==> src/rtl/tour_cmd.sv <==
// Command-source mux in front of cmd_proc. It forwards UART commands while idle.
// During a knight's tour it issues one vertical leg and one horizontal leg per move.
//
//   state  | meaning
//   -------+-------------------------------------------------------------
//   IDLE   | UART pass-through; waiting for start_tour
//   VERT   | presenting the vertical leg of move[mv_indx]; waiting for clr_cmd_rdy
//   WAIT_V | vertical leg accepted; waiting for send_resp
//   HORZ   | presenting the horizontal leg; waiting for clr_cmd_rdy
//   WAIT_H | horizontal leg accepted; waiting for send_resp, then next move
module tour_cmd #(
   parameter int NUM_MOVES = 24
) (
   input  logic        clk,
   input  logic        rst_n,
   input  logic        start_tour,
   input  logic [7:0]  move,
   output logic [4:0]  mv_indx,
   input  logic [15:0] cmd_UART,
   input  logic        cmd_rdy_UART,
   output logic [15:0] cmd,
   output logic        cmd_rdy,
   input  logic        clr_cmd_rdy,
   input  logic        send_resp,
   output logic [7:0]  resp
);

   typedef enum logic [2:0] {
      IDLE   = 3'd0,
      VERT   = 3'd1,
      WAIT_V = 3'd2,
      HORZ   = 3'd3,
      WAIT_H = 3'd4
   } state_t;

   localparam logic [4:0] LAST_INDX = 5'(NUM_MOVES - 1);

   localparam logic [3:0] OP_MOVE    = 4'h2;
   localparam logic [3:0] OP_FANFARE = 4'h3;
   localparam logic [7:0] HDG_NORTH  = 8'h00;
   localparam logic [7:0] HDG_WEST   = 8'h3F;
   localparam logic [7:0] HDG_SOUTH  = 8'h7F;
   localparam logic [7:0] HDG_EAST   = 8'hBF;
   localparam logic [7:0] RESP_IDLE  = 8'hA5;
   localparam logic [7:0] RESP_TOUR  = 8'h5A;

   state_t      state;
   logic        move_vld;
   logic        dy_north;
   logic        dx_east;
   logic [3:0]  dy_mag;
   logic [3:0]  dx_mag;
   logic [15:0] vert_cmd;
   logic [15:0] horz_cmd;

   // Lowest set bit of the one-hot move wins, so a malformed multi-hot move still decodes.
   always_comb begin
      move_vld = |move;
      dy_north = 1'b0;
      dx_east  = 1'b0;
      dy_mag   = 4'd0;
      dx_mag   = 4'd0;
      if (move[0]) begin
         dy_north = 1'b1; dy_mag = 4'd2; dx_east = 1'b1; dx_mag = 4'd1;
      end else if (move[1]) begin
         dy_north = 1'b1; dy_mag = 4'd2; dx_east = 1'b0; dx_mag = 4'd1;
      end else if (move[2]) begin
         dy_north = 1'b0; dy_mag = 4'd1; dx_east = 1'b0; dx_mag = 4'd2;
      end else if (move[3]) begin
         dy_north = 1'b1; dy_mag = 4'd1; dx_east = 1'b0; dx_mag = 4'd2;
      end else if (move[4]) begin
         dy_north = 1'b0; dy_mag = 4'd2; dx_east = 1'b0; dx_mag = 4'd1;
      end else if (move[5]) begin
         dy_north = 1'b0; dy_mag = 4'd2; dx_east = 1'b1; dx_mag = 4'd1;
      end else if (move[6]) begin
         dy_north = 1'b1; dy_mag = 4'd1; dx_east = 1'b1; dx_mag = 4'd2;
      end else if (move[7]) begin
         dy_north = 1'b0; dy_mag = 4'd1; dx_east = 1'b1; dx_mag = 4'd2;
      end
   end

   assign vert_cmd = {OP_MOVE,    (dy_north ? HDG_NORTH : HDG_SOUTH), dy_mag};
   assign horz_cmd = {OP_FANFARE, (dx_east  ? HDG_EAST  : HDG_WEST),  dx_mag};

   // Outside IDLE the UART inputs never reach cmd/cmd_rdy.
   always_comb begin
      cmd     = 16'h0000;
      cmd_rdy = 1'b0;
      unique case (state)
         IDLE: begin
            cmd     = cmd_UART;
            cmd_rdy = cmd_rdy_UART;
         end
         VERT: begin
            cmd     = vert_cmd;
            cmd_rdy = move_vld;
         end
         WAIT_V: cmd = vert_cmd;
         HORZ: begin
            cmd     = horz_cmd;
            cmd_rdy = 1'b1;
         end
         WAIT_H: cmd = horz_cmd;
         default: begin
            cmd     = cmd_UART;
            cmd_rdy = 1'b0;
         end
      endcase
   end

   always_ff @(posedge clk or negedge rst_n) begin
      if (!rst_n) begin
         state   <= IDLE;
         mv_indx <= 5'd0;
         resp    <= RESP_IDLE;
      end else begin
         unique case (state)
            IDLE: begin
               if (start_tour) begin
                  state   <= VERT;
                  mv_indx <= 5'd0;
                  resp    <= RESP_TOUR;
               end
            end
            VERT: begin
               // An empty move means TourLogic has nothing valid; give control back to UART.
               if (!move_vld) begin
                  state <= IDLE;
                  resp  <= RESP_IDLE;
               end else if (clr_cmd_rdy) begin
                  state <= WAIT_V;
               end
            end
            WAIT_V: begin
               if (send_resp) state <= HORZ;
            end
            HORZ: begin
               if (clr_cmd_rdy) state <= WAIT_H;
            end
            WAIT_H: begin
               if (send_resp) begin
                  if (mv_indx >= LAST_INDX) begin
                     state <= IDLE;
                     resp  <= RESP_IDLE;
                  end else begin
                     mv_indx <= mv_indx + 5'd1;
                     state   <= VERT;
                  end
               end
            end
            default: begin
               state <= IDLE;
               resp  <= RESP_IDLE;
            end
         endcase
      end
   end

endmodule
==> config.mk <==
export PLATFORM = sky130hd
export DESIGN_NAME = tour_cmd
export DESIGN_NICKNAME = d
export VERILOG_FILES = /design/src/rtl/tour_cmd.sv
export SDC_FILE = /design/constraint.sdc
export NUM_CORES = 1
export LEC_CHECK = 0
export CAP_MARGIN = 15
export CORE_ASPECT_RATIO = 1.75
export CORE_MARGIN = 3
export CORE_UTILIZATION = 38
export CTS_CLUSTER_SIZE = 10
export DETAILED_ROUTE_END_ITERATION = 12
export PLACE_DENSITY = 0.79
export SETUP_SLACK_MARGIN = 0.4
export SLEW_MARGIN = 20
export SYNTH_ARGS = -nofsm -noshare
export SYNTH_HDL_FRONTEND = slang
export SYNTH_SLANG_ARGS = --single-unit
==> constraint.sdc <==
create_clock -name clk -period 1.7 [get_ports clk]
set_input_delay 0.34 -clock clk [delete_from_list [all_inputs] [get_ports clk]]
set_output_delay 0.34 -clock clk [all_outputs]
set_load 0.01 [all_outputs]
==> results.md, run 1 <==
CTS:
- Clock tree synthesis inserted a total of 3 buffers.
- The clock sink total is 10.
- The maximum clock path buffer count is 2.
- The library cell used as clock root buffer is clkbuf_8.
- In this run the number of H-tree levels came out at 1.

Yosys:
- Of the total synthesized cell area, the portion taken by XOR and XNOR cells is 1.55%.
- The synthesized netlist devotes 30.9% of its cell area to simple gates.
- The number of nets handed over by synthesis was 161.
- The post-synthesis area per instance is 8.08 sq um.
- The async set-reset flop share out of synthesis is 100%.
- In the synthesized netlist the dominant register cell turns out to be dfrtp_1.
- The count of state elements after synthesis is 10.
- After synthesis, the largest family of logic cells by area is simple AND/OR/NAND/NOR gates.
- The number of warnings printed during yosys synthesis is 0.
- The gate count of the mapped netlist is 130.
- The synthesized design contains 0 enable-type register cells.
- The post-synthesis cell area is 0.00105 sq mm.
- After synthesis, the share of cell area in mux cells is 4.77%.
- The netlist uses 50 different library cells.
- The adder and majority cell fraction of the synthesized area is 1.19%.
- After synthesis, flip-flops and latches occupy 24.0% of the total area.
- The synthesized netlist devotes 27.7% of its cell area to compound gates.

Run status:
- The tool reported: "[ERROR DPL-0038] Utilization greater than 100%, impossible to legalize".
- The last stage the flow got to is global routing.
- The run stopped with a tool error.

Place:
- At the placement stage, the worst setup path has a slack of -0.915 ns.
- The count of buffers added on input and output ports is 59.
- At the end of routability-driven placement, the weighted congestion stood at 0.839.
- The estimated wirelength of the detail-placed design is 3170 um.

Floorplanning:
- During I/O placement, the number of pins put on the boundary was 60.
- After floorplanning, the core was divided into 24 placement rows.
- The initial core utilization is 41.1%.
- The chip width is 45.7 um.
- Measured along the y axis, the die boundary spans 75.5 um.

Timing:
- The last worst endpoint in the global-route repair_timing is cmd[11].
- The type of the worst endpoint after the last repair is a primary output.

Global route:
- Entering global routing, the biggest net connects 14 pins.
-- cells by family after synthesis --
kind of cell	count (synthesis)
DFF	10
AOI/OAI and AO/OA	39
adders and majority gates	1
buffers and inverters	16
xor gates and xnor gates	1
and+or+nand+nor	58
muxes	5
-- per-stage QoR --
step	std cells	instance area, sq um
floorplan	130	1230
global placement	241	2030
detailed placement	241	2030
CTS	272	2420
-- cell usage after synthesis (2+ instances only) --
master	n	share of area, %
o21ai_1	6	2.9
a211oi_1	3	2.1
mux2i_1	5	4.8
buf_4	6	4.3
nand2_1	16	5.7
and2_1	2	1.2
nor2_1	10	3.6
nand2b_1	4	2.4
nor2b_1	4	2.4
o21ai_0	2	0.95
a21oi_1	6	2.9
o311ai_1	2	1.7
a311o_1	2	1.9
nand3_1	8	3.8
o31a_1	2	1.7
or2_1	2	1.2
inv_1	4	1.4
dfrtp_1	9	21
nor3_1	2	0.95
a22oi_1	2	1.4
buf_2	3	1.4
o32ai_1	2	1.7
-- what timing repair did --
| action | in CTS |
|---|---|
| hold buffers | 0 |
| hold endpoints to repair | 0 |
| setup buffers | 27 |
| endpoints found under the setup margin | 40 |
| pin swaps | 23 |
| resized for setup | 181 |
==> run 2, diff against run 1 <==
==> config.mk (replaced) <==
export PLATFORM = sky130hd
export DESIGN_NAME = tour_cmd
export DESIGN_NICKNAME = d
export VERILOG_FILES = /design/src/rtl/tour_cmd.sv
export SDC_FILE = /design/constraint.sdc
export NUM_CORES = 1
export LEC_CHECK = 0
export CAP_MARGIN = 15
export CORE_AREA = 3 3 64 66
export DETAILED_ROUTE_END_ITERATION = 12
export DIE_AREA = 0 0 67 69
export PLACE_DENSITY_LB_ADDON = 0.15
export SLEW_MARGIN = 20
export SYNTH_ARGS = -nofsm -noshare
export SYNTH_HDL_FRONTEND = slang
export SYNTH_SLANG_ARGS = --single-unit
==> run 2 against run 1 <==
  * The flow now finishes, with violations (negative setup slack)
  * Synthesized area unchanged
  * Synthesized cell count unchanged
==> results.md, run 2 <==
Run status:
- The run finished, with violations left.
- The checks that failed: negative setup slack.

Critical path:
- The logic depth of the worst register-to-register path is 6.
- The library cell appearing most often on the critical path is buf_6.
- The largest fanout on the critical path is 6.
- Grouping stages by cell kind, the critical path spends the most delay in buffers and inverters.
- Traced cell by cell, the critical path runs through buf_6, nand2b_4, a21o_1, buf_6, nand2_1, nand3_2, buf_6.
- Counting both buffers and inverters, the worst setup path holds a total of 3.
- On the critical path, the stage with the largest delay is an instance of dfrtp_1.
- The largest incremental delay on the critical path is 0.41 ns.
- In this run the critical register-to-register path is captured at mv_indx[4]$_DFFE_PN0P_.
- The worst register-to-register path has a setup slack of 0.10 ns.
- At the worst endpoint, the arrival time is 1.54 ns.
- The endpoint type of the worst setup path is an output pin.
- The worst setup path is of the flip-flop to output pin kind.
- The critical register-to-register path startpoint is state[1]$_DFFE_PN0P_.
- STA classifies the critical path startpoint as a flip-flop.
- The required time of the critical path is 1.36 ns.

Finish:
- 0 antenna diodes ended up in the layout.
- Of the cells placed in the final design, the portion with a size suffix greater than 1 is 44.5%.
- The flip-flop count of the largest register after layout is 5.
- After routing the design area is 0.00214 sq mm.
- The largest registers in the layout are mv_indx: 5 flops, state: 3 flops, resp: 2 flops.
- The filler-free cell count of the finished design is 268.
- The most common library cell in the layout ignoring fill and taps is clkdlybuf4s50_1.
- More flip-flops sit in one register than any other, and that register is mv_indx.
- In the layout the commonest cells are clkdlybuf4s50_1, buf_4, buf_2, buf_6, nand2_1.
- The synthesis-to-finish area growth is 104%.
- Fill cells in the final layout number 352.
- The final layout net count is 252.

Timing:
- After layout, the worst setup slack is -0.184 ns.
- The count of endpoints failing hold in the final timing report is 0.
- Setup repair after global routing could not meet its margin everywhere.
- The relative max-transition margin is 67.9%.
- The setup violation total in the final timing report is 17.
- The max-slew violation count was 0.
- On the final layout, the worst clock skew is 0.00499 ns.
- The smallest clock period supported by the final layout is computed as 1.88 ns.
- Derived from the worst setup path, the maximum achievable clock frequency is 531 MHz.
- The final period utilization is 111%.
- For the pin with the worst max-slew slack, the measured transition is 0.480 ns.

Job:
- The tool flagged a number of max-cap violations equal to 0.

Yosys:
- In this run, synthesis produced a sequential element count of 10.
- The net count after synthesis is 161.
- The count of flip-flops with a built-in enable after synthesis is 0.
- Synthesis produced 130 cells.
- Counting distinct cell types in the post-synthesis netlist gives 50.
- By area the synthesized netlist is led by dfrtp_1, nand2_1, mux2i_1, buf_4, nand3_1.
- Sorting the synthesized cells by how often they occur yields nand2_1, nor2_1, dfrtp_1, nand3_1.
- For this run, the number of Yosys warnings is 0.
- In this run the biggest area consumer among cell types represents 21.5% of the synthesized area.
- The cell taking the most area after synthesis is dfrtp_1.
- Counting flops with an async set or reset pin after synthesis yields a share of 100%.
- The most frequent cell after synthesis is nand2_1.
- The share of the Yosys chip area taken by registers is 24.0%.
- The post-synthesis area per instance is 8.08 sq um.
- Among all flip-flop cells after synthesis, the most frequent one is dfrtp_1.
- Summing every instance area after synthesis gives 0.00105 sq mm.

Floorplanning:
- The number of placed I/O pins is 60.
- The initialized floorplan defines 22 standard-cell rows.
- The chip width is 67 um.
- The initial core utilization is 28.9%.
- The die is 69 um tall.
- The total die area is 0.00462 sq mm.
- The core region is 0.00363 sq mm.

Place:
- The number of placed instances, taps included, is 256.
- Once detailed placement completed, the half-perimeter wirelength came to 2810 um.
- The global placement routability congestion is 0.872.
- The count of input and output buffers is 59.
- The post-detailed-placement cell area is 0.00185 sq mm.
- The placement-stage worst setup slack is -0.946 ns.

Drt:
- The number of DRC violations after detailed-routing iteration 0 is 15.
- The total length of routed wires is 3910 um.
- After detailed routing, the number of remaining DRC violations is 0.
- In the final routed layout, each cell accounts on average for 14.6 um.
- The number of vias in the routed layout is 1320.
- The detail route stage leaves a number of antenna-violating nets equal to 0.
- After detailed routing, the number of vias per cell comes to 4.93.
- The number of iterations in the first detailed-routing pass is 4.

Global route:
- Entering global routing, the biggest net connects 15 pins.
- Global routing finished with a remaining overflow of 0.
- The via count of the first global-routing pass is 1376.
- The global-route total usage across every layer is 17.2%.
- The first global-routing pass estimated 6440 um of wire.
- The number of antenna violations at the first check in global routing is 0.

CTS:
- In this run the clock root is driven by a clkbuf_8.
- The count of hold-fix buffers inserted at cts is 0.
- The clock latency of the later-clocked register in the worst-skew pair is 0.23 ns.
- The number of clock buffers added by TritonCTS is 3.
- In this run the number of H-tree levels came out at 1.
- The maximum clock path buffer count is 2.
- Clock-pin slew was measured on the worst setup and hold paths at 0.05 ns.
- The clock sink total is 10.
- The CTS tree is yes.

Power:
- For this design the ratio of total power to cell area is 1580 mW/mm^2.
- The total power is 3.37 mW.
- Summed over all cells, the static leakage comes to 0.999 nW.
- The worst vdd rail ir drop is 0.000741 V.

Hold path:
- The worst min-delay path class is primary input to async pin.
## run 2: cell counts after synthesis
Identical to the previous run, type by type.
## run 2: metrics by stage
step	TNS, ns	hold slack (ns)	util (%)
after floorplan	0	0.0444	-
after global placement	-10.99	0.521	51.0
after detailed placement	-11.51	0.525	51.0
after CTS	-2.51	0.464	55.6
after global routing	-3.60	0.469	58.8
final	-2.46	0.434	58.8
## run 2: repair_timing
| action | 4_1_cts | 5_1_grt |
|---|---|---|
| resized for setup | 125 | 24 |
| endpoints found under the setup margin | 21 | 25 |
| setup buffers | 9 | 2 |
| pin swaps | 16 | 5 |
## run 2: layout make-up
cell class                      instances  area (sq um)  area share (%)
Clock buffer                            4          55.1            2.58
Timing Repair Buffer                   97           863            40.4
Inverter                                5          18.8           0.878
Tap cell                               48          60.1            2.81
Sequential cell                        10           253            11.8
Multi-Input combinational cell        104           887            41.5
## run 2: metal layers
| layer | GRT usage, % | wire, um | vias to the layer above |
|---|---|---|---|
| li1 | - | - | 660 |
| met1 | 20.3 | 1630 | 622 |
| met2 | 31.8 | 2110 | 34 |
| met3 | 1.95 | 138 | 4 |
| met4 | 4.05 | 31 | 0 |
| met5 | 0 | 0 | - |
## run 2: report_power, final
group	leakage (nW)	switching [mW]	total, mW	internal (mW)
logic	0.843	1.22	2.68	1.46
registers	0.127	0.0809	0.397	0.316
clock network	0.0288	0.0952	0.299	0.204
total	0.999	1.39	3.37	1.98
## run 2: how the worst max path moves through the flow
stage | end | cells past startpoint | startpoint | slack, ns
detailed placement | cmd[11] | 6 | move[1] | -0.95
floorplan | cmd[11] | 4 | move[1] | 0.07
global placement | cmd_rdy | 8 | move[1] | -0.90
CTS | cmd[1] | 6 | state[0]$_DFFE_PN0P_ | -0.20
global route | cmd[6] | 7 | state[1]$_DFFE_PN0P_ | -0.26
finish | cmd[4] | 7 | state[1]$_DFFE_PN0P_ | -0.18
## run 2: cell families after synthesis
group                      share of synthesized area, %
AOI/OAI and AO/OA                                  27.7
DFF                                                24.0
buffers and inverters                              10.0
muxes                                              4.77
adders and majority gates                          1.19
and+or+nand+nor                                    30.9
xor gates and xnor gates                           1.55
(Power assumes the default switching activity.)
==> run 3, diff against run 2 <==
--- a/config.mk
+++ b/config.mk
@@ -9,6 +9,7 @@
 export CORE_AREA = 3 3 64 66
 export DETAILED_ROUTE_END_ITERATION = 12
 export DIE_AREA = 0 0 67 69
+export GPL_TIMING_DRIVEN = 0
 export PLACE_DENSITY_LB_ADDON = 0.15
 export SLEW_MARGIN = 20
 export SYNTH_ARGS = -nofsm -noshare
==> run 3 against run 2 <==
  * Clock power rose by 2%
  * Critical path type unchanged
  * Sequential power rose by 3%
  * Register-to-register slack got worse by 0.02 ns
  * Fmax fell by 3.0%
  * Worst hold slack got worse by 0.018 ns
  * The run still ends with negative setup slack left
  * Total power fell by 2.1%
  * Final cell count fell by 0.75%
  * Largest power group unchanged
  * Design area fell by 3.6%
  * Utilization fell by 2.1 points
  * Highest routed layer unchanged
  * Combinational power fell by 3%
  * Clock skew fell by 0.0045 ns
==> results.md, run 3 (synthesized netlist as in run 2, its figures left out) <==
CTS:
- Clock tree synthesis selected as its root buffer the cell clkbuf_8.
- The CTS H-tree depth is 1.
- The clock sink total is 10.
- Clock-pin slew was measured on the worst setup and hold paths at 0.05 ns.
- TritonCTS built the clock tree.
- For this design, the CTS-stage hold fixing added 0 buffers.
- The number of buffers created by CTS is 3.
- The clock passes through at most 2 buffers.
- Clock latency on the worst-skew pair, taken at its later pin, is 0.24 ns.

Floorplanning:
- The initialized floorplan defines 22 standard-cell rows.
- The chip width is 67 um.
- The core region area is 0.00363 sq mm.
- Pin placement for this block handled 60 I/O pins.
- Measured along the y axis, the die boundary spans 69 um.
- The total die area is 0.00462 sq mm.
- The initial core utilization is 28.9%.

Finish:
- Leaving out fill and tap cells, the most frequent cell in the layout is clkdlybuf4s50_1.
- The register with the highest flop count is mv_indx.
- The synthesis-to-finish area growth is 96.2%.
- The final layout net count is 250.
- The register with the most flip-flops in the layout has 5 of them.
- The fraction of final layout cells with drive strength greater than 1 is 43.6%.
- The layout has 342 filler cells.
- The final instance area is 0.00206 sq mm.
- The number of diodes added for antenna fixing is 0.
- In the final layout, the registers with the most flip-flops are mv_indx: 5 flops, state: 3 flops, resp: 2 flops.
- Leaving out fill and tap cells, the most frequent cells in the layout are clkdlybuf4s50_1, buf_4, buf_2, nand2_1, nor2_1.

Drt:
- The first TritonRoute pass finished after 4 iterations.
- The post-detailed-route DRC marker count is 0.
- The total length of routed wires is 3830 um.
- The via density per instance is 5.03.
- Once detail routing completed, the nets flagged for antenna violations numbered 0.
- Across all layers, the routed design uses 1339 vias.
- In the final routed layout, each cell accounts on average for 14.4 um.
- The number of DRC violations after detailed-routing iteration 0 is 38.

Timing:
- The final critical-path required period is 1.94 ns.
- The slew at the pin closest to its max-slew limit is 0.464 ns.
- Headroom to the max-slew limit came out at 68.7%.
- The final setup slack of the worst path is -0.243 ns.
- The setup TNS is -2.34 ns.
- The count of endpoints failing hold in the final timing report is 0.
- The clock skew is 0.000531 ns.
- Based on the critical path, the design can be clocked at up to 515 MHz.
- The final period utilization is 114%.
- The tightest hold margin is 0.416 ns.
- Setup repair after global routing could not meet its margin everywhere.
- Setup violations remaining at the end of the flow were counted as 17.
- The max-slew violation count came to 0.

Global route:
- The first global-routing pass estimated 6270 um of wire.
- The global-route total usage across every layer is 16.9%.
- Entering global routing, the biggest net connects 11 pins.
- The number of antenna violations at the first check in global routing is 0.
- The overflow left after global routing is 0.
- The via count of the first global-routing pass came to 1305.

Run status:
- The checks that failed: negative setup slack.
- The run finished, with violations left.

Power:
- The power density relative to cell area is 1600 mW/mm^2.
- In this run the static leakage power is 0.930 nW.
- The worst vdd rail ir drop is 0.000761 V.

Critical path:
- The category of the most critical setup path is flip-flop to output pin.
- The endpoint type of the worst setup path is an output pin.
- The largest fanout on the critical path is 7.
- The data arrival time of the critical path is 1.60 ns.
- STA puts the critical path data required time at 1.36 ns.
- The flop-to-flop setup slack is 0.08 ns.
- The startpoint type of the worst setup path is a flip-flop.

Place:
- The estimated wirelength of the detail-placed design is 2640 um.
- The post-detailed-placement cell area is 0.00170 sq mm.
- The placement-stage worst setup slack is -1.04 ns.
- At the end of routability-driven placement, the weighted congestion stood at 0.876.
- The count of input and output buffers is 59.

Hold path:
- The path class of the tightest hold or removal check is primary input to async pin.

Job:
- Across the run, the number of max-cap violations was 0.
==> run 3: per-layer routing <==
layer | up-vias | track usage [%] | part of all wire, %
met2 | 48 | 28.4 | 51
li1 | 657 | - | -
met4 | 0 | 6.08 | 2.0
met5 | - | 0 | 0
met3 | 7 | 2.12 | 6.1
met1 | 627 | 21.5 | 41
==> run 3: power breakdown <==
part	internal (mW)	total [mW]	switching [mW]	leakage [nW]
logic	1.42	2.59	1.17	0.776
clock network	0.204	0.305	0.101	0.0288
registers	0.320	0.407	0.0870	0.125
total	1.94	3.30	1.36	0.930
==> run 3: cell type report <==
type / instances / area, sq um / share of cell area, %
inverters: 5 / 18.8 / 0.911
multi-input cells: 104 / 855 / 41.5
well taps: 48 / 60.1 / 2.92
flip-flops and latches: 10 / 255 / 12.4
plain buffers: 11 / 101 / 4.92
clock buffers: 4 / 55.1 / 2.67
repair buffers: 84 / 714 / 34.7
==> run 3: per-stage QoR <==
stage / total power, mW / std cells / utilization, %
2_1_floorplan: 1.57 / 130 / -
3_3_place_gp: 2.53 / 237 / 46.8
3_5_place_dp: 2.57 / 237 / 46.8
4_1_cts: 3.17 / 258 / 53.9
5_1_grt: 3.53 / 266 / 56.7
6_report: 3.30 / 266 / 56.7
==> run 3: final timing paths <==
kind,start,endpoint,cells after the start
setup / recovery,state[1]$_DFFE_PN0P_,cmd[1],7
hold / removal,rst_n,mv_indx[1]$_DFFE_PN0P_,1
setup reg to reg,state[0]$_DFFE_PN0P_,mv_indx[2]$_DFFE_PN0P_,7
hold reg to reg,mv_indx[4]$_DFFE_PN0P_,mv_indx[4]$_DFFE_PN0P_,2
max in group asynchronous,rst_n,resp[5]$_DFFE_PN1P_,1
min in group clk,mv_indx[4]$_DFFE_PN0P_,mv_indx[4]$_DFFE_PN0P_,2
==> run 3: worst max-delay path: stages (launching register included) <==
cell	delay [ns]
dfrtp_1	0.41
buf_6	0.15
nor2_8	0.13
buf_12	0.12
xnor2_4	0.13
nand2b_4	0.17
o311ai_2	0.09
buf_2	0.15
==> run 3: timing repair <==
action                     4_1_cts  5_1_grt
setup buffers                   17        8
pin swaps                       12        5
hold endpoints to repair         0        0
setup endpoints to repair       22       23
resized for setup              120       11
==> run 4, diff against run 3 <==
--- a/config.mk
+++ b/config.mk
@@ -7,6 +7,7 @@
 export LEC_CHECK = 0
 export CAP_MARGIN = 15
 export CORE_AREA = 3 3 64 66
+export CTS_CLUSTER_SIZE = 25
 export DETAILED_ROUTE_END_ITERATION = 12
 export DIE_AREA = 0 0 67 69
 export GPL_TIMING_DRIVEN = 0
==> results of run 4 <==
The final DEF is identical to that of run 3; final timing and power are the same.
